## config.mk

```make
export PLATFORM = sky130hd
export DESIGN_NAME = uc_multiciclo
export DESIGN_NICKNAME = d
export VERILOG_FILES = /design/src/rtl/uc_multiciclo_pkg.sv /design/src/rtl/uc_multiciclo_aludeco.sv /design/src/rtl/uc_multiciclo.sv
export SDC_FILE = /design/constraint.sdc
export NUM_CORES = 1
export LEC_CHECK = 0
export BUFFER_PORTS_ARGS = -buffer_cell sky130_fd_sc_hd__buf_4
export CAP_MARGIN = 20
export CORE_UTILIZATION = 41
export DETAILED_ROUTE_END_ITERATION = 6
export PLACE_DENSITY = 0.77
export SYNTH_ARGS = -nofsm -noshare
export SYNTH_HDL_FRONTEND = slang
export SYNTH_HIERARCHICAL = 1
export SYNTH_SLANG_ARGS = --single-unit
```

## constraint.sdc

```tcl
create_clock -name clk -period 1.95 [get_ports clk]
set_input_delay 0.195 -clock clk [delete_from_list [all_inputs] [get_ports clk]]
set_output_delay 0.195 -clock clk [all_outputs]
set_load 0.01 [all_outputs]
```

## src/rtl/uc_multiciclo_pkg.sv

```systemverilog
// Shared encodings for the multicycle control unit: state codes, opcodes
// and the mux/ALU select values driven by the FSM.
package uc_multiciclo_pkg;

    typedef enum logic [3:0] {
        FETCH    = 4'd0,
        DECODE   = 4'd1,
        MEMADR   = 4'd2,
        MEMREAD  = 4'd3,
        MEMWB    = 4'd4,
        MEMWRITE = 4'd5,
        EXECR    = 4'd6,
        ALUWB    = 4'd7,
        EXECI    = 4'd8,
        JAL      = 4'd9,
        BEQ      = 4'd10
    } state_t;

    localparam logic [6:0] OP_LW    = 7'b0000011;
    localparam logic [6:0] OP_SW    = 7'b0100011;
    localparam logic [6:0] OP_RTYPE = 7'b0110011;
    localparam logic [6:0] OP_ITYPE = 7'b0010011;
    localparam logic [6:0] OP_JAL   = 7'b1101111;
    localparam logic [6:0] OP_BEQ   = 7'b1100011;

    localparam logic [1:0] ALUOP_ADD   = 2'b00;
    localparam logic [1:0] ALUOP_SUB   = 2'b01;
    localparam logic [1:0] ALUOP_FUNCT = 2'b10;

    localparam logic [1:0] RES_ALUOUT = 2'b00;
    localparam logic [1:0] RES_DATA   = 2'b01;
    localparam logic [1:0] RES_ALU    = 2'b10;

    localparam logic [1:0] SRCA_PC    = 2'b00;
    localparam logic [1:0] SRCA_OLDPC = 2'b01;
    localparam logic [1:0] SRCA_A     = 2'b10;

    localparam logic [1:0] SRCB_WDATA = 2'b00;
    localparam logic [1:0] SRCB_IMM   = 2'b01;
    localparam logic [1:0] SRCB_FOUR  = 2'b10;

    localparam logic [1:0] IMM_I = 2'b00;
    localparam logic [1:0] IMM_S = 2'b01;
    localparam logic [1:0] IMM_B = 2'b10;
    localparam logic [1:0] IMM_J = 2'b11;

    localparam logic [2:0] ALU_ADD = 3'b000;
    localparam logic [2:0] ALU_SUB = 3'b001;
    localparam logic [2:0] ALU_AND = 3'b010;
    localparam logic [2:0] ALU_OR  = 3'b011;
    localparam logic [2:0] ALU_SLT = 3'b101;

endpackage

```

## src/rtl/uc_multiciclo_aludeco.sv

```systemverilog
// ALU decoder: maps the FSM's aluOp plus funct3/funct7 to an ALU operation.
module aluDeco
    import uc_multiciclo_pkg::*;
(
    input  logic [1:0] alu_op,
    input  logic [2:0] f3,
    input  logic       op5,
    input  logic       f7,
    output logic [2:0] alu_control
);

    always_comb begin
        alu_control = ALU_ADD;
        case (alu_op)
            ALUOP_SUB: alu_control = ALU_SUB;
            ALUOP_FUNCT: begin
                case (f3)
                    // Only R-type (op5 set) with funct7 bit 5 means sub; addi stays add.
                    3'b000:  alu_control = (op5 & f7) ? ALU_SUB : ALU_ADD;
                    3'b010:  alu_control = ALU_SLT;
                    3'b110:  alu_control = ALU_OR;
                    3'b111:  alu_control = ALU_AND;
                    default: alu_control = ALU_ADD;
                endcase
            end
            default: alu_control = ALU_ADD;
        endcase
    end

endmodule

```

## src/rtl/uc_multiciclo.sv

```systemverilog
// Multicycle RV32I control unit: Moore FSM sequencing the shared ALU,
// unified memory and register file over 3-5 cycles per instruction.
module uc_multiciclo
    import uc_multiciclo_pkg::*;
(
    input  logic       clk,
    input  logic       reset,
    input  logic [6:0] op,
    input  logic [2:0] f3,
    input  logic       f7,
    input  logic       zero,
    output logic       pcWrite,
    output logic       adrSrc,
    output logic       memWrite,
    output logic       irWrite,
    output logic [1:0] resSrc,
    output logic [1:0] aluSrcA,
    output logic [1:0] aluSrcB,
    output logic [1:0] inmSrc,
    output logic [2:0] ALUControl,
    output logic       regWrite,
    output logic [3:0] estado
);

    state_t     state, next_state;
    logic [1:0] alu_op;
    logic       pc_update, branch;

    always_ff @(posedge clk or posedge reset) begin
        if (reset) state <= FETCH;
        else       state <= next_state;
    end

    always_comb begin
        next_state = FETCH;
        adrSrc     = 1'b0;
        memWrite   = 1'b0;
        irWrite    = 1'b0;
        regWrite   = 1'b0;
        resSrc     = RES_ALUOUT;
        aluSrcA    = SRCA_PC;
        aluSrcB    = SRCB_WDATA;
        alu_op     = ALUOP_ADD;
        pc_update  = 1'b0;
        branch     = 1'b0;
        case (state)
            FETCH: begin
                irWrite    = 1'b1;
                aluSrcB    = SRCB_FOUR;
                resSrc     = RES_ALU;
                pc_update  = 1'b1;
                next_state = DECODE;
            end
            DECODE: begin
                // Branch/jump target is formed here from oldPC + imm into aluOut.
                aluSrcA = SRCA_OLDPC;
                aluSrcB = SRCB_IMM;
                case (op)
                    OP_LW, OP_SW: next_state = MEMADR;
                    OP_RTYPE:     next_state = EXECR;
                    OP_ITYPE:     next_state = EXECI;
                    OP_JAL:       next_state = JAL;
                    OP_BEQ:       next_state = BEQ;
                    default:      next_state = FETCH;
                endcase
            end
            MEMADR: begin
                aluSrcA    = SRCA_A;
                aluSrcB    = SRCB_IMM;
                next_state = (op == OP_LW) ? MEMREAD : MEMWRITE;
            end
            MEMREAD: begin
                adrSrc     = 1'b1;
                next_state = MEMWB;
            end
            MEMWB: begin
                resSrc     = RES_DATA;
                regWrite   = 1'b1;
                next_state = FETCH;
            end
            MEMWRITE: begin
                adrSrc     = 1'b1;
                memWrite   = 1'b1;
                next_state = FETCH;
            end
            EXECR: begin
                aluSrcA    = SRCA_A;
                aluSrcB    = SRCB_WDATA;
                alu_op     = ALUOP_FUNCT;
                next_state = ALUWB;
            end
            ALUWB: begin
                regWrite   = 1'b1;
                next_state = FETCH;
            end
            EXECI: begin
                aluSrcA    = SRCA_A;
                aluSrcB    = SRCB_IMM;
                alu_op     = ALUOP_FUNCT;
                next_state = ALUWB;
            end
            JAL: begin
                aluSrcA    = SRCA_OLDPC;
                aluSrcB    = SRCB_FOUR;
                pc_update  = 1'b1;
                next_state = ALUWB;
            end
            BEQ: begin
                aluSrcA    = SRCA_A;
                aluSrcB    = SRCB_WDATA;
                alu_op     = ALUOP_SUB;
                branch     = 1'b1;
                next_state = FETCH;
            end
            default: next_state = FETCH;
        endcase
    end

    always_comb begin
        case (op)
            OP_SW:   inmSrc = IMM_S;
            OP_BEQ:  inmSrc = IMM_B;
            OP_JAL:  inmSrc = IMM_J;
            default: inmSrc = IMM_I;
        endcase
    end

    aluDeco u_alu_deco (
        .alu_op      (alu_op),
        .f3          (f3),
        .op5         (op[5]),
        .f7          (f7),
        .alu_control (ALUControl)
    );

    assign pcWrite = pc_update | (branch & zero);
    assign estado  = state;

endmodule
```

# Word level (Yosys, flattened, before mapping)
# Index checks and enable logic that the tools add are counted.
# Widths: inputs -> output; s select.
# word_totals
register_bits,4
input_bits,14
out_inout_bits,20
wordCells,53
# op_classes
eq_ne,21
n_mux,17
n_bitwise,3
reduce_logical,11
# ops
op,n
$pmux 4 s5,2
$eq 4x3->1 const B,4
$pmux 2 s2,4
$eq 7x6->1 const B,2
$eq 7x7->1 const B,2
$eq 4x4->1 const B,3
$pmux 3 s4,1
$reduce_or 2->1,6
$eq 4x2->1 const B,2
$eq 7x2->1 const B,1
$eq 7x5->1 const B,1
$mux 1,7
$eq 3x3->1 const B,2
$pmux 2 s3,1
$pmux 3 s2,1
$reduce_or 3->1,2
$eq 4x1->1 const B,1
$logic_not 4->1,1
$reduce_or 4->1,1
$eq 3x2->1 const B,1
$logic_not 3->1,1
$mux 3,1
$and 1x1->1,2
$eq 2x1->1 const B,1
2 further kinds,2

# Longest topological paths before layout
# depth
depth_word,5
ltp_mapped,8
mapped_depth_nobuf,7

# By module
# Netlist, hierarchy kept.
# by_module_without_submodules
module,n_inst,cells_each,area_each_um2,seq_area_each_um2
uc_multiciclo,1,67,454.2,100.1
aluDeco,1,11,96.3,0.0

# Worst setup path before layout
# OpenSTA, ideal clock, no wires.
# synth_path
path_kind,register to output
startpoint,"register state[1], in the netlist estado[1]"
endpoint,output ALUControl[2]
arrival_ns,1.873
required_ns,1.755
path_slack_ns,-0.118
path_stages_with_launch,7
path_buffers,1
path_cell_list,dfrtp_1 -> clkbuf_1 -> nand2_1 -> nor3_1 -> inv_1 -> ha_1 -> nor4b_1
# synth_between
elab_chain_len,5
word_cells_on_any_way,8
cone_classes,eq/ne: 5; mux: 2; reduce/logical: 1
# synth_rtl
item,line_no,text
"start, declared",uc_multiciclo.sv:25,"state_t state, next_state;"
"start signal, assigned",uc_multiciclo.sv:31,else state <= next_state;
$eq 4x4->1 / $eq 4x3->1 (equally long branches),uc_multiciclo.sv:46,case (state)
$reduce_or 2->1 (no line),-,
$pmux 2 s2 (*),uc_multiciclo.sv:46,
named net alu_op[0],uc_multiciclo.sv:26,logic [1:0] alu_op;
$eq 2x2->1 / $eq 2x1->1 (equally long branches),uc_multiciclo_aludeco.sv:14,case (alu_op)
$pmux 3 s2 (*),uc_multiciclo_aludeco.sv:14,
"end, declared",uc_multiciclo.sv:20,"output logic [2:0] ALUControl,"
# The timed path passes the listed nets; every way through them passes the cells marked *.

# Worst setup path in the final report
# layout_path
startpoint,"register state[2], in the netlist estado[2]"
endpoint,output ALUControl[2]
# Same word-level chain as after synthesis.

==> metrics.cfg <==
[outcome]
status = complete, no violations

[flow_run]
maxCapViolCount = 0

[floorplan]
rows = 12
die_x_um = 38.65
die_h_um = 38.65
coreArea_sq_um = 1171
start_util = 0.4701
io_pins = 34
dieArea_sq_um = 1493

[worst_setup_path]
timing.rr.start = estado[1]
slowest_stage = dfrtp_2
reg2regPathDepth = 7
r2r_slack_ns = 0.34
endpoint_kind = primary output
cp_max_fo = 4
cp_cell_sequence = buf_6, nand3_2, a21oi_4, ha_4, nor4b_2, buf_4
path_class = reg2out
crit_required_ns = 1.75
reg2reg_to = estado[1]
critPathLaunchType = register
cp.arrival_ns = 1.73
max_stage_delay_ns = 0.44

[logic_synthesis]
yosysMostFrequentCell = nor2_1
synth_top_area_cell = dfrtp_1
ys_seq_area_frac = 0.1818
synthFlopType = dfrtp_1
ys_warn_count = 6
netlist_top_cells_count = nor2_1, nand2_1, a21oi_1
synth_top_area_share = 0.1818
syn-cell-area_sq_um = 550.5
synthCells = 78
synth_edf_count = 0
yosys-top-cells-area = dfrtp_1, nor2_1, a21oi_1
postSynthAreaPerCell_sq_um = 7.058
synth_cell_type_count = 31
async_reset_ff_frac = 1.000
syn_nets = 94
ys_ff_latch = 4

[timing]
setup_viol = 0
rsz0062_at_grt = yes
slew_viol_final = 0
worst_pin_slew_ns = 0.2847
slew-limit-headroom = 0.8087
tns_ns = 0
finalHoldViolCount = 0
timing.final.crit_period_ns = 1.929
timing.final.crit_share = 0.9891
fmaxAchievable_mhz = 518.5
clock-skew-final_ns = 0.002896

[clock_tree]
clkSlewWorstSetupHoldPaths_ns = 0.04
clock_sinks = 4
cts_tree = built
cts_made_buffers = 3
clock_tree.root_cell = clkbuf_4
clk_latency_ns = 0.24
clock_path_buffers = 2
htreeDepth = 1

[place]
place_inst = 126
dp_hpwl_um = 1255
gp_congestion = 0.7862
port_buffers = 33

[pwr]
power.share.clock = 0.159
irDropWorstVdd_v = 0.0005239
power_frac_comb = 0.666
internal-power_w = 0.0003760
p_sw_frac = 0.4268
total_leakage_power_nw = 0.4671
pwr-share-seq = 0.175
p_switching_w = 0.0002799
power_density_nw_per_um2 = 667.0

[global_route]
antenna_found_initial = 0
grt_pass1_vias = 670
grt_max_degree = 17
grt_overflow = 0
grt_pass1_wl_um = 2711
grt_usage = 0.2608

[detailed_routing]
vias_per_cell = 5.365
dr.pass1.iters = 4
wl_um = 1793
antenna_left = 0
drt_iter0_drc = 23
vias = 735
routedWlPerCell_um = 13.09
drc = 0

[cells_and_area]
nets = 141
diodes = 0
drive_gt1_frac = 0.5366
final_cells = 137
area_delta_synth_final_pct = 78.64
largest_register_ffs = 4
fin_util = 0.8397

[worst_hold_path]
hp-start = op[3]
whs_path_depth = 3
whs_endpoint = estado[0]
hp-class = in2reg

layer usage:
metal  GRT usage  wire [um]
met5           0          0
met1      0.2827        747
met3     0.02890         73
met2      0.4833        945
met4      0.1379         26
power groups by stage:
stage | clock network, W | registers [W] | logic, W
after floorplan | 0 | 0.000122 | 0.000203
after global placement | 0 | 0.000108 | 0.000382
after CTS | 0.000104 | 0.000108 | 0.000407
after detailed placement | 0 | 0.000109 | 0.000384
final | 0.000104 | 0.000115 | 0.000437
after global routing | 0.000113 | 0.000116 | 0.000469
worst max-delay path by stage:
stage | cells after the start | to | startpoint | slack, ns
finish | 6 | ALUControl[2] | estado[2] | 0.02
global route | 6 | ALUControl[2] | estado[2] | -0.04
CTS | 6 | ALUControl[2] | estado[2] | 0.02
detailed placement | 6 | ALUControl[2] | estado[2] | 0.11
global placement | 7 | ALUControl[0] | estado[2] | 0.16
floorplan | 6 | ALUControl[2] | estado[1] | 0.005
worst max-delay path, delay by kind of cell (launching register included):
family	cells	cell delay, ns
DFF	1	0.44
and+or+nand+nor	2	0.34
buffers and inverters	2	0.30
adders and majority gates	1	0.23
AOI/OAI and AO/OA	1	0.19
metrics by stage:
| stage | setup WS, ns | area [sq um] | hold WS, ns | power [W] |
|---|---|---|---|---|
| after floorplan | 0.004566 | 556.8 | -0.03892 | 0.0003247 |
| after global placement | 0.1589 | 825.8 | 0.08430 | 0.0004899 |
| after detailed placement | 0.1071 | 825.8 | 0.09170 | 0.0004929 |
| after CTS | 0.02171 | 938.4 | 0.3121 | 0.0006196 |
| after global routing | -0.03734 | 983.4 | 0.3094 | 0.0006971 |
| final | 0.02126 | 983.4 | 0.3047 | 0.0006560 |
area by class of cell:
cell class	count	area [sq um]
clock buffer	3	22.52
fill	82	187.7
inverter	5	18.77
multi-input combinational	64	462.9
sequential	4	102.6
tap	14	17.52
timing repair buffer	47	359.1
timing repair:
item                                   4_1_cts  5_1_grt
setup buffers                                6        1
setup endpoints to repair                    3        5
hold buffers                                 1        0
pin swaps                                    1        2
endpoints found under the hold margin        4        0
resized for setup                            7        9
layout by cell type (no fill, tap or decap), types with 2 or more instances in the layout:
| cell | synthesis | routed |
|---|---|---|
| nand2b_1 | 5 | 5 |
| clkbuf_4 | 0 | 3 |
| nand3b_1 | 2 | 2 |
| nor3_4 | 0 | 2 |
| dfrtp_2 | 0 | 2 |
| nand3_1 | 5 | 4 |
| buf_4 | 2 | 45 |
| o21ai_0 | 2 | 2 |
| a21oi_1 | 7 | 6 |
| inv_1 | 5 | 5 |
| nand2_2 | 0 | 2 |
| nor3_1 | 5 | 3 |
| nand2_1 | 8 | 6 |
| nor2_1 | 10 | 8 |
| dfrtp_1 | 4 | 2 |
| xor2_1 | 2 | 2 |
cell families (layout without fill, tap and decap cells):
group                      after synthesis  count (layout)  share of synthesized area
xor gates and xnor gates                 2               2                    0.03182
DFF                                      4               4                     0.1818
AOI/OAI and AO/OA                       16              16                     0.1909
and+or+nand+nor                         44              44                     0.4409
buffers and inverters                   10              55                     0.1091
adders and majority gates                2               2                    0.04545
No activity file was read; power rests on OpenSTA's default activity.
